`config.mk`:
```
export PLATFORM = sky130hd
export DESIGN_NAME = spawn_scheduler
export DESIGN_NICKNAME = d
export VERILOG_FILES = /design/src/rtl/game_pkg.sv /design/src/rtl/rr_arb2.sv /design/src/rtl/spawn_scheduler.sv
export SDC_FILE = /design/constraint.sdc
export NUM_CORES = 1
export LEC_CHECK = 0
export ABC_AREA = 1
export CAP_MARGIN = 20
export CORE_MARGIN = 2
export CORE_UTILIZATION = 50
export DETAILED_ROUTE_END_ITERATION = 16
export PLACE_DENSITY = 0.79
export SLEW_MARGIN = 20
export SYNTH_ARGS = -nofsm -noshare
export SYNTH_HDL_FRONTEND = slang
export SYNTH_SLANG_ARGS = --single-unit
```
`constraint.sdc`:
```
create_clock -name clk -period 2 [get_ports clk]
set_input_delay 0.4 -clock clk [delete_from_list [all_inputs] [get_ports clk]]
set_output_delay 0.4 -clock clk [all_outputs]
set_load 0.05 [all_outputs]
```
`src/rtl/game_pkg.sv`:
```
// Shared game-wide types and widths for the spawn scheduler and its arbiter.
package game_pkg;

  localparam int COORD_W = 10;
  localparam int LEVEL_W = 3;
  localparam logic [LEVEL_W-1:0] LEVEL_MAX = 3'd7;

  typedef enum logic [1:0] {
    ST_IDLE  = 2'd0,
    ST_READY = 2'd1,
    ST_GAP   = 2'd2
  } sched_state_t;

  // Requester slots on the two-way arbiter
  localparam int REQ_OBS = 0;
  localparam int REQ_GRN = 1;

endpackage

```
`src/rtl/rr_arb2.sv`:
```
// Two-requester round-robin arbiter: one-hot combinational grant, the pointer
// moves away from whoever won when the grant is taken (advance).
module rr_arb2 (
  input  logic       clk,
  input  logic       rst_n,
  input  logic [1:0] req,
  input  logic       advance,
  output logic [1:0] gnt
);

  // 0: slot 0 wins a tie, 1: slot 1 wins a tie
  logic r_prio;

  always_comb begin
    gnt = req;
    if (req == 2'b11) begin
      gnt = r_prio ? 2'b10 : 2'b01;
    end
  end

  always_ff @(posedge clk or negedge rst_n) begin
    if (!rst_n) begin
      r_prio <= 1'b0;
    end else if (advance && (gnt != 2'b00)) begin
      r_prio <= gnt[0];
    end
  end

endmodule

```
`src/rtl/spawn_scheduler.sv`:
```
// Spawn scheduler: hands out one respawn per game tick with a forced idle gap.
// Difficulty stepping is built only when SPAWN_SCHED_DIFFICULTY_EN is defined.
//
// state    | meaning
// ST_IDLE  | game not running; no grants, gap cleared
// ST_READY | waiting for a tick with an eligible request
// ST_GAP   | counting down game ticks after a grant
module spawn_scheduler
  import game_pkg::*;
#(
  parameter logic [9:0] GAP_TICKS        = 10'd20,
  parameter logic [7:0] LEVEL_SPAWNS     = 8'd8,
  parameter logic [9:0] Y_INITIAL_OFFSET = 10'd50
) (
  input  logic               clk,
  input  logic               rst,
  input  logic               game_en,
  input  logic               run,
  input  logic               obs_req,
  input  logic               grn_req,
  input  logic               holding_max,
  input  logic [9:0]         rand_in,
  output logic               obs_grant,
  output logic               grn_grant,
  output logic [COORD_W-1:0] spawn_y,
  output logic [LEVEL_W-1:0] speed_level
);

  sched_state_t       r_state;
  logic [9:0]         r_gap_cnt;
  logic               r_obs_grant;
  logic               r_grn_grant;
  logic [COORD_W-1:0] r_spawn_y;

  logic [1:0] w_req;
  logic [1:0] w_gnt;
  logic       w_fire;
  logic       w_unused_rand;

  assign w_req[REQ_OBS] = obs_req;
  assign w_req[REQ_GRN] = grn_req & ~holding_max;
  assign w_fire         = (r_state == ST_READY) && run && game_en && (w_gnt != 2'b00);
  assign w_unused_rand  = &{1'b0, rand_in[9:8]};

  rr_arb2 u_arb (
    .clk     (clk),
    .rst_n   (rst),
    .req     (w_req),
    .advance (w_fire),
    .gnt     (w_gnt)
  );

  always_ff @(posedge clk or negedge rst) begin
    if (!rst) begin
      r_state     <= ST_IDLE;
      r_gap_cnt   <= '0;
      r_obs_grant <= 1'b0;
      r_grn_grant <= 1'b0;
      r_spawn_y   <= Y_INITIAL_OFFSET;
    end else begin
      r_obs_grant <= 1'b0;
      r_grn_grant <= 1'b0;
      if (!run) begin
        r_state   <= ST_IDLE;
        r_gap_cnt <= '0;
      end else begin
        case (r_state)
          ST_IDLE: r_state <= ST_READY;
          ST_READY: begin
            if (w_fire) begin
              r_obs_grant <= w_gnt[REQ_OBS];
              r_grn_grant <= w_gnt[REQ_GRN];
              r_spawn_y   <= Y_INITIAL_OFFSET + {2'b00, rand_in[7:0]};
              r_gap_cnt   <= GAP_TICKS;
              // A zero-length gap stays in READY so back-to-back ticks can grant
              r_state     <= (GAP_TICKS == 10'd0) ? ST_READY : ST_GAP;
            end
          end
          ST_GAP: begin
            if (r_gap_cnt == 10'd0) begin
              r_state <= ST_READY;
            end else if (game_en) begin
              r_gap_cnt <= r_gap_cnt - 10'd1;
              if (r_gap_cnt == 10'd1) begin
                r_state <= ST_READY;
              end
            end
          end
          default: r_state <= ST_IDLE;
        endcase
      end
    end
  end

  assign obs_grant = r_obs_grant;
  assign grn_grant = r_grn_grant;
  assign spawn_y   = r_spawn_y;

`ifdef SPAWN_SCHED_DIFFICULTY_EN
  logic [7:0]         r_spawn_cnt;
  logic [LEVEL_W-1:0] r_speed_level;

  always_ff @(posedge clk or negedge rst) begin
    if (!rst) begin
      r_spawn_cnt   <= '0;
      r_speed_level <= '0;
    end else if (w_fire) begin
      if (r_spawn_cnt == LEVEL_SPAWNS - 8'd1) begin
        r_spawn_cnt <= '0;
        if (r_speed_level != LEVEL_MAX) begin
          r_speed_level <= r_speed_level + 3'd1;
        end
      end else begin
        r_spawn_cnt <= r_spawn_cnt + 8'd1;
      end
    end
  end

  assign speed_level = r_speed_level;
`else
  assign speed_level = '0;
`endif

endmodule

```
==> results.sh <==
export IMPL_async_reset_ff_frac=1.00
export IMPL_wl_per_cell_um=11.6
export IMPL_dp_hpwl_um=2160
export IMPL_post_cts_buffers=0
export IMPL_synth_edff_count=0
export IMPL_n_antenna_cell=0
export IMPL_slowest_delay_ns=0.80
export IMPL_nFillCells=248
export IMPL_hold_class="in -> async"
export IMPL_post_cts_resized=0
export IMPL_overflow=0
export IMPL_synthTopCellsByArea="dfrtp_1, nand2_1, o21ai_2, dfstp_2, nand3_1"
export IMPL_r2r_start="r_gap_cnt[0]$_DFFE_PN0P_"
export IMPL_crit_required_ns=1.60
export IMPL_timing_critical_path_from="spawn_y[8]$_DFFE_PN0P_"
export IMPL_drcViolationCount=0
export IMPL_r2r_cells=10
export IMPL_die_area_um2=3370
export IMPL_finClkSkew_ns=0.00252
export IMPL_numCtsBuffers=3
export IMPL_die_h_um=58.0
export IMPL_cp_arrival_ns=1.52
export IMPL_syn2layout_area_growth_pct=21.0
export IMPL_r2r_slack_ns=0.27
export IMPL_rsz0062_at_grt="no"
export IMPL_tightest_slew_ns=0.507
export IMPL_grt_usage=0.187
export IMPL_vias_per_cell=5.07
export IMPL_crit_family="buffers and inverters"
export IMPL_cts_tree="yes"
export IMPL_nets=230
export IMPL_cp_endpoint="spawn_y[8]"
export IMPL_vias=1216
export IMPL_row_count=19
export IMPL_seq_area_frac_synth=0.414
export IMPL_placeableCoreArea_um2=2760
export IMPL_portBuffers=25
export IMPL_cellPowerDensity_nw_per_um2=970
export IMPL_yosysTopAreaCell="dfrtp_1"
export IMPL_netlist_instances=180
export IMPL_synth_commonest_cells="nand2_1, dfrtp_1, inv_1, nand3_1, nor2_1"
export IMPL_grt_pass1_wl_um=4860
export IMPL_holdBufCountCts=0
export IMPL_crit_type="reg -> out"
export IMPL_outcome="completed"
export IMPL_maxSlewViolCount=0
export IMPL_worstPathMaxFanout=2
export IMPL_first_pass_iters=4
export IMPL_crit_chain="clkdlybuf4s50_1"
export IMPL_yosysTopAreaCellShare=0.360
export IMPL_path_depth=1
export IMPL_cts_root_buf="clkbuf_4"
export IMPL_setup_tns_ns=0
export IMPL_regToRegEndpoint="r_gap_cnt[1]$_DFFE_PN0P_"
export IMPL_hold_viol_final=0
export IMPL_fmax_mhz=522
export IMPL_worstSetupEndpointType="primary output"
export IMPL_critPathSlowestCell="clkdlybuf4s50_1"
export IMPL_ant_nets=0
export IMPL_power_total_mw=1.71
export IMPL_clock_sinks=24
export IMPL_syn_area_per_cell_um2=8.10
export IMPL_startpoint_type="flop"
export IMPL_p_leak_nw=0.835
export IMPL_synth_seq_cells=24
export IMPL_drtIter0Drc=48
export IMPL_drv_cap=0
export IMPL_initial_utilization=0.529
export IMPL_ir_worst_vdd_uv=727
export IMPL_max_slew_margin=0.661
export IMPL_clockBufferDepth=2
export IMPL_clk_pin_slew_ns=0.13
export IMPL_clkLatencyLatePin_ns=0.33
export IMPL_die_w_um=58.0
export IMPL_synth_most_common_cell="nand2_1"
export IMPL_synthFlopType="dfrtp_1"
export IMPL_grt_max_degree=25
export IMPL_cp_buffers_inverters=1
export IMPL_routed_wl_um=2790
export IMPL_antenna_found_initial=0
export IMPL_syn_cell_area_um2=1460
export IMPL_period_share=0.958
export IMPL_grt_pass1_vias=1179
export IMPL_ys_types=31
export IMPL_yosysWarningCount=0
export IMPL_htreeDepth=1
export IMPL_routabilityCongestion=0.808
export IMPL_finalSetupViolations=0
export IMPL_io_pins=32
export IMPL_period_needed_ns=1.92
export IMPL_drive_gt1_frac=0.211
state kept, by name, indices dropped and copies added, names as in the netlist:
signal,count
grn_grant,1
u_arb.r_prio,1
spawn_y,9
r_gap_cnt,10
r_state,2
obs_grant,1
layout make-up:
type	instances	area (um^2)	share of cell area
Clock buffer	3	22.5	0.0128
Clock inverter	1	30.0	0.0170
Timing Repair Buffer	28	265	0.150
Multi-Input combinational cell	133	727	0.412
Inverter	20	77.6	0.0439
Tap cell	31	38.8	0.0220
Sequential cell	24	604	0.342
per-stage QoR:
| step | area (um^2) | instances | hold slack, ns | utilization | setup slack (ns) |
|---|---|---|---|---|---|
| final | 1770 | 240 | 0.396 | 0.640 | 0.0834 |
| after global routing | 1770 | 240 | 0.440 | 0.640 | 0.0269 |
| after CTS | 1770 | 240 | 0.403 | 0.640 | 0.0680 |
| after detailed placement | 1710 | 236 | 0.463 | 0.621 | 0.0904 |
| after global placement | 1710 | 236 | 0.456 | 0.621 | 0.123 |
| after floorplan | 1470 | 183 | 0.104 | - | 0.488 |
cells in the final DEF, fill, tap and decap left out, types with 2 or more instances in the layout:
cell type         n
nor2_2            2
a21oi_1           3
conb_1            4
dfstp_2           3
nor2_1           14
nand3_1          15
nand4_1           5
o21ai_2          11
or2_2             2
nand2_2           4
nand2_4           2
clkbuf_4          3
dfrtp_1          21
buf_4             6
o21ai_1           2
inv_1            15
inv_2             4
nor2_4            3
a31oi_1           2
clkdlybuf4s50_1  22
nand2_1          48
ha_1              3
o21ai_0           6
cell families after synthesis:
kind of cell / synth area share
flip-flops: 0.414
AO/OA/AOI/OAI: 0.139
other: 0.00257
adder cells (fa/ha/maj): 0.0257
XOR/XNOR: 0.00600
AND/OR/NAND/NOR: 0.317
buffers and inverters: 0.0952
power breakdown:
part | internal [mW] | switching [mW] | total [mW]
Combinational | 0.229 | 0.479 | 0.709
Sequential | 0.589 | 0.0552 | 0.644
Clock | 0.203 | 0.157 | 0.360
worst min path at each step:
| stage | to |
|---|---|
| CTS | spawn_y[8]$_DFFE_PN0P_ |
| global route | r_state[1]$_DFFE_PN0P_ |
| global placement | spawn_y[0]$_DFFE_PN0P_ |
| finish | r_gap_cnt[6]$_DFFE_PN0P_ |
| detailed placement | spawn_y[0]$_DFFE_PN0P_ |
| floorplan | grn_grant$_DFF_PN0_ |
layer usage:
metal	vias to the layer above	wire length, um	share of wire	global-route usage
li1	628	-	-	-
met1	553	1220	0.44	0.222
met2	29	1390	0.50	0.330
met3	6	126	0.045	0.0246
met4	0	55	0.020	0.0963
met5	-	0	0	0
Note: power is estimated with default switching activity, not from simulation.
